`config.mk`:
```
export PLATFORM = sky130hd
export DESIGN_NAME = vid_pixel_pal
export DESIGN_NICKNAME = d
export VERILOG_FILES = /design/src/rtl/vid_pkg.sv /design/src/rtl/vid_frame_irq.sv /design/src/rtl/vid_pixel_pal.sv
export SDC_FILE = /design/constraint.sdc
export NUM_CORES = 1
export LEC_CHECK = 0
export CAP_MARGIN = 20
export CORE_MARGIN = 5
export CORE_UTILIZATION = 61
export DETAILED_ROUTE_END_ITERATION = 7
export GPL_TIMING_DRIVEN = 0
export PLACE_DENSITY = 0.77
export RECOVER_POWER = 25
export SLEW_MARGIN = 20
export SYNTH_ARGS = -nofsm -noshare
export SYNTH_HDL_FRONTEND = slang
export SYNTH_SLANG_ARGS = --single-unit
export TNS_END_PERCENT = 5
```
`constraint.sdc`:
```
create_clock -name pin_clk -period 2.45 [get_ports pin_clk]
set_clock_uncertainty 0.15 [all_clocks]
set_input_delay 0.49 -clock pin_clk [delete_from_list [all_inputs] [get_ports pin_clk]]
set_output_delay 0.49 -clock pin_clk [all_outputs]
set_load 0.005 [all_outputs]
```
`src/rtl/vid_pkg.sv`:
```
// Shared register layout, bus addresses and handshake states for the
// pixel/palette/interrupt video back end.
package vid_pkg;

    localparam int PAL_SEL_LSB = 8;
    localparam int IRQ_EN_BIT  = 14;
    localparam int IDX_LSB     = 8;

    localparam logic REG_CTRL = 1'b0;
    localparam logic REG_PAL  = 1'b1;

    typedef enum logic {IDLE, ACK} hs_state_e;

endpackage

```
`src/rtl/vid_frame_irq.sv`:
```
// Frame interrupt generator: vsync_n falling-edge detector, frame divider
// counter and a pending flag presented as a registered active-low IRQ.
module vid_frame_irq
    import vid_pkg::*;
#(
    parameter int FRAME_DIV = 1
) (
    input  logic pin_clk,
    input  logic pin_rst_n,
    input  logic irq_en,
    input  logic en_clear,
    input  logic vsync_n,
    input  logic irq_ack,
    output logic irq_n
);

    localparam logic [7:0] LAST_CNT = 8'(FRAME_DIV - 1);

    logic       vsync_prev_q, vsync_prev_d;
    logic [7:0] cnt_q, cnt_d;
    logic       pending_q, pending_d;
    logic       irq_n_q, irq_n_d;
    logic       frame_evt;

    always_comb begin
        frame_evt    = vsync_prev_q & ~vsync_n;
        vsync_prev_d = vsync_n;
        irq_n_d      = ~pending_q;

        cnt_d = cnt_q;
        if (en_clear) begin
            cnt_d = 8'd0;
        end else if (frame_evt) begin
            cnt_d = (cnt_q == LAST_CNT) ? 8'd0 : cnt_q + 8'd1;
        end

        // A qualifying frame event overrides a simultaneous acknowledge.
        pending_d = pending_q;
        if (irq_ack || en_clear) begin
            pending_d = 1'b0;
        end
        if (frame_evt && (cnt_q == LAST_CNT) && irq_en) begin
            pending_d = 1'b1;
        end
    end

    always_ff @(posedge pin_clk or negedge pin_rst_n) begin
        if (!pin_rst_n) begin
            vsync_prev_q <= 1'b1;
            cnt_q        <= 8'd0;
            pending_q    <= 1'b0;
            irq_n_q      <= 1'b1;
        end else begin
            vsync_prev_q <= vsync_prev_d;
            cnt_q        <= cnt_d;
            pending_q    <= pending_d;
            irq_n_q      <= irq_n_d;
        end
    end

    assign irq_n = irq_n_q;

endmodule

```
`src/rtl/vid_pixel_pal.sv`:
```
// Video back end: loadable pixel shifter, flop-based programmable palette with
// a write-handshaked control register, and the frame interrupt generator.
module vid_pixel_pal
    import vid_pkg::*;
#(
    parameter int WORD_W    = 16,
    parameter int BPP       = 2,
    parameter int PAL_BITS  = 4,
    parameter int COLOR_W   = 4,
    parameter int FRAME_DIV = 1
) (
    input  logic               pin_clk,
    input  logic               pin_rst_n,
    input  logic               load,
    input  logic [WORD_W-1:0]  vdata,
    input  logic               vsync_n,
    input  logic               reg_wr,
    input  logic               reg_addr,
    input  logic [15:0]        reg_wdata,
    output logic               reg_rply,
    input  logic               irq_ack,
    output logic [COLOR_W-1:0] rgb,
    output logic               mono,
    output logic               irq_n
);

    localparam int IDX_W    = PAL_BITS + BPP;
    localparam int N_ENT    = 1 << IDX_W;
    localparam int PIX_MASK = (1 << BPP) - 1;

    logic [WORD_W-1:0]   sh_q, sh_d;
    logic [BPP-1:0]      pix;
    logic [COLOR_W-1:0]  pal_q [N_ENT];
    logic [COLOR_W-1:0]  pal_d [N_ENT];
    logic [PAL_BITS-1:0] pal_sel_q, pal_sel_d;
    logic                irq_en_q, irq_en_d;
    hs_state_e           state_q, state_d;
    logic [COLOR_W-1:0]  rgb_q, rgb_d;
    logic                mono_q, mono_d;
    logic                wr_fire;
    logic                en_clear;
    logic [IDX_W-1:0]    wr_idx;
    logic                unused_wdata;

    assign pix          = sh_q[BPP-1:0];
    assign wr_idx       = reg_wdata[IDX_LSB +: IDX_W];
    assign unused_wdata = ^reg_wdata;

    always_comb begin
        sh_d = load ? vdata : {{BPP{1'b1}}, sh_q[WORD_W-1:BPP]};

        // The register write happens only on the IDLE->ACK transition, so a
        // long strobe still produces exactly one write.
        state_d = state_q;
        wr_fire = 1'b0;
        case (state_q)
            IDLE: begin
                if (reg_wr) begin
                    state_d = ACK;
                    wr_fire = 1'b1;
                end
            end
            ACK: begin
                if (!reg_wr) begin
                    state_d = IDLE;
                end
            end
            default: state_d = IDLE;
        endcase

        pal_sel_d = pal_sel_q;
        irq_en_d  = irq_en_q;
        en_clear  = 1'b0;
        if (wr_fire && (reg_addr == REG_CTRL)) begin
            pal_sel_d = reg_wdata[PAL_SEL_LSB +: PAL_BITS];
            irq_en_d  = reg_wdata[IRQ_EN_BIT];
            en_clear  = ~reg_wdata[IRQ_EN_BIT];
        end

        pal_d = pal_q;
        if (wr_fire && (reg_addr == REG_PAL)) begin
            pal_d[wr_idx] = reg_wdata[COLOR_W-1:0];
        end

        rgb_d  = pal_q[{pal_sel_q, pix}];
        mono_d = |pix;
    end

    // Each palette entry powers up holding its own pixel code.
    always_ff @(posedge pin_clk or negedge pin_rst_n) begin
        if (!pin_rst_n) begin
            sh_q      <= '1;
            pal_sel_q <= '1;
            irq_en_q  <= 1'b1;
            state_q   <= IDLE;
            rgb_q     <= '0;
            mono_q    <= 1'b0;
            for (int i = 0; i < N_ENT; i++) begin
                pal_q[i] <= COLOR_W'(i & PIX_MASK);
            end
        end else begin
            sh_q      <= sh_d;
            pal_sel_q <= pal_sel_d;
            irq_en_q  <= irq_en_d;
            state_q   <= state_d;
            rgb_q     <= rgb_d;
            mono_q    <= mono_d;
            pal_q     <= pal_d;
        end
    end

    assign reg_rply = (state_q == ACK);
    assign rgb      = rgb_q;
    assign mono     = mono_q;

    vid_frame_irq #(
        .FRAME_DIV (FRAME_DIV)
    ) u_frame_irq (
        .pin_clk   (pin_clk),
        .pin_rst_n (pin_rst_n),
        .irq_en    (irq_en_q),
        .en_clear  (en_clear),
        .vsync_n   (vsync_n),
        .irq_ack   (irq_ack),
        .irq_n     (irq_n)
    );

endmodule

```
==> summary.txt <==
share of the synthesized area in the top cell type = 0.3803
Skew-Pair Late Insertion Delay = 0.56 ns
final setup violation count = 21
TritonCTS clock tree = done
IO buf count = 33
Design Power = 11.70 mW
commonest non-fill, non-tap cells in the layout = mux2_2, dfrtp_1, dfstp_2, mux4_2, nand2_1
nets = 1,040
Max VDD drop = 0.5660 mV
Synth area leaders = dfrtp_1, mux2_2, dfstp_2, mux4_2, mux2i_1
reg-to-reg setup timing slack = -0.03 ns
leak pwr = 7.005 nW
critical path fanouts, max = 8
Worst-path clk slew = 0.06 ns
drt wl/cell = 25.11 µm
Crit Path Class = in -> reg
ys flop type = dfrtp_1
synth-to-layout area growth = 15.17%
Placer Congestion = 0.8711
layout cells sized above 1 = 0.5230
Seq/Total Area, Yosys = 0.5481
Initial Util = 0.6223
post-synthesis adder-cell area fraction = 0.001837
area leader, netlist = dfrtp_1
Die Width = 159.4 µm
total gr overflow = 0
initial drt markers = 518
Num CTS Buffers = 30
CTS H-Tree Depth = 1
status = finished, violations left
Seq cells post-synth = 294
Core Box Area = 21,890 µm²
relative slew slack = 0.1523
Synth Area in Compound Gates = 0.02296
initial antenna violation count = 0
syn_area_per_cell = 14.76 µm²
yosys warns = 0
pwr dens = 745.7 nW/µm²
unrepaired setup endpoints after global routing = true
failing checks = negative setup slack
commonest non-fill, non-tap cell in the layout = mux2_2
Post-route DRC = 0
Least-Margin Pin Slew = 1.272 ns
Post-Synthesis Cells = 923
DIE AREA = 25,420 µm²
CP required = 2.73 ns
final antenna-violating net count = 0
syn_nets = 964
Pre-Repair DR Iteration Count = 5
CP Launch Type = input pin
area of the multi-input gates = 5983 µm²
fmax = 392.0 MHz
Max-Cap Viols = 0
vias = 8,293
final hold vios = 0
Hold Path Class = reg -> reg
FFs w/ async S/R, synth = 1.000
Hold Startpoint = u_frame_irq.pending_q
die height = 159.4 µm
clock sinks = 294
Global Route Usage Sum = 0.2601
Worst Reg-to-Reg Cells = 5
post-synthesis xor/xnor area fraction = 0.0006430
placed insts = 1,238
Filler cells = 1,464
largest family of logic cells by synthesized area = multiplexers
post-synth cell types = 49
Final min period = 2.551 ns
sequential cell area = 7466 µm²
post-synthesis simple-gate area fraction = 0.05566
Reg-to-Reg End = pal_q[187]
largest net degree at the start of global routing = 103
synthesized area = 13,620 µm²
mux share of post-synthesis cell area = 0.3475
Vias/cell = 6.365
first-pass GRT wire length = 51,630 µm
Clock Root Buffer = clkbuf_16
row cnt = 54
final-report max-slew violation count = 0
DP Wirelength = 21,930 µm
vias in the first global route = 8,800
hold path endpoint = u_frame_irq.irq_n
Crit. End Element = flip-flop
period utilisation layout = 1.041
Max Root-Sink Buffers = 3
final worst slack = -0.1010 ns
Crit Reg-Reg Startpoint = reg_rply
Crit path arrival time = 2.84 ns
# diodes = 0
I/O pin count = 46
fin cells = 1,303
hold-critical path depth = 1
Post-synth EDFFs = 0
DRT Wirelength = 32,720 µm
==> Yosys cell counts, types with 6 or more instances <==
cell type  number
o22ai_1        14
dfrtp_1       207
nand2b_1        8
or2_2           6
nor3_1          7
nor2_1         44
mux2i_1        24
mux2_2        268
mux4_1          9
o21ai_0        14
buf_6           6
clkbuf_1       38
buf_2           7
dfstp_2        87
mux4_2         51
nand2_1        54
mux2_1          8
nand3b_1        7
==> worst max-delay path by stage <==
stage,start,to
6_report,reg_wr,pal_q[187]
3_3_place_gp,pin_rst_n,pal_q[227]
2_1_floorplan,sh_q[0],rgb[3]
4_1_cts,reg_wr,pal_q[46]
5_1_grt,reg_wr,pal_q[187]
3_5_place_dp,reg_wr,pal_q[231]
==> sequential cells by signal, summed over array words and instances, names as in the netlist <==
register                  count
rgb                           4
u_frame_irq.cnt_q             8
mono                          1
sh_q                         16
pal_sel_q                     4
u_frame_irq.vsync_prev_q      1
irq_en_q                      1
reg_rply                      1
u_frame_irq.irq_n             1
pal_q                       256
u_frame_irq.pending_q         1
==> what timing repair did <==
| action | in CTS | in global routing |
|---|---|---|
| setup endpoints to repair | 244 | 227 |
| resized for setup | 38 | 30 |
| hold buffers | 1 | 0 |
| cloned | 0 | 0 |
| pin swaps | 1 | 5 |
| hold endpoints to repair | 68 | 0 |
| setup buffers | 3 | 6 |
==> worst max-delay path, cell delays in order <==
cell and delay [ns]:
clkdlybuf4s50_1 0.49, nor2b_1 0.22, and3_1 0.28, nor3b_4 0.60, nand2_1 0.38, mux2_2 0.37
==> per-stage QoR <==
step,area [µm²],setup TNS (ns),utilization,hold WS [ns],worst slack (ns)
global route,15690,-5.184,0.7167,0.2473,-0.1620
finish,15690,-0.5447,0.7167,0.2172,-0.1010
floorplan,13620,0,-,0.04441,0.2482
CTS,15570,-15.78,0.7112,0.2205,-0.1995
global placement,14300,-3272.03,0.6533,0.2120,-11.73
detailed placement,14360,-175.90,0.6561,0.2128,-0.8213
==> layout make-up <==
class / count / share of cell area
Buffer: 58 / 0.02337
Clock buffer: 42 / 0.05654
Clock inverter: 14 / 0.01140
Inverter: 3 / 0.0007178
Multi-Input combinational cell: 567 / 0.3814
Sequential cell: 294 / 0.4759
Tap cell: 280 / 0.02233
Timing Repair Buffer: 45 / 0.02839
==> metal layers <==
metal  global-route usage  vias to the layer above  share of wire
met4              0.09073                        0          0.035
met3              0.04504                       82          0.052
met5                    0                        -              0
li1                     -                     3554              -
met2               0.4083                      301           0.48
met1               0.3727                     4356           0.43
==> logic make-up (layout without fill, tap and decap cells) <==
| group | after synthesis | after routing |
|---|---|---|
| simple gates | 156 | 156 |
| mux | 360 | 360 |
| buf+inv | 62 | 162 |
| compound gates | 48 | 48 |
| fa+ha+maj | 2 | 2 |
| xor+xnor | 1 | 1 |
| flops | 294 | 294 |
==> report_power, final <==
group	leakage, nW	internal, mW	switching, mW
Sequential	3.75	5.20	0.129
Clock	0.525	2.94	1.90
Combinational	2.73	0.703	0.822
Total	7.01	8.85	2.85
Power figures use the tool's default switching activity.
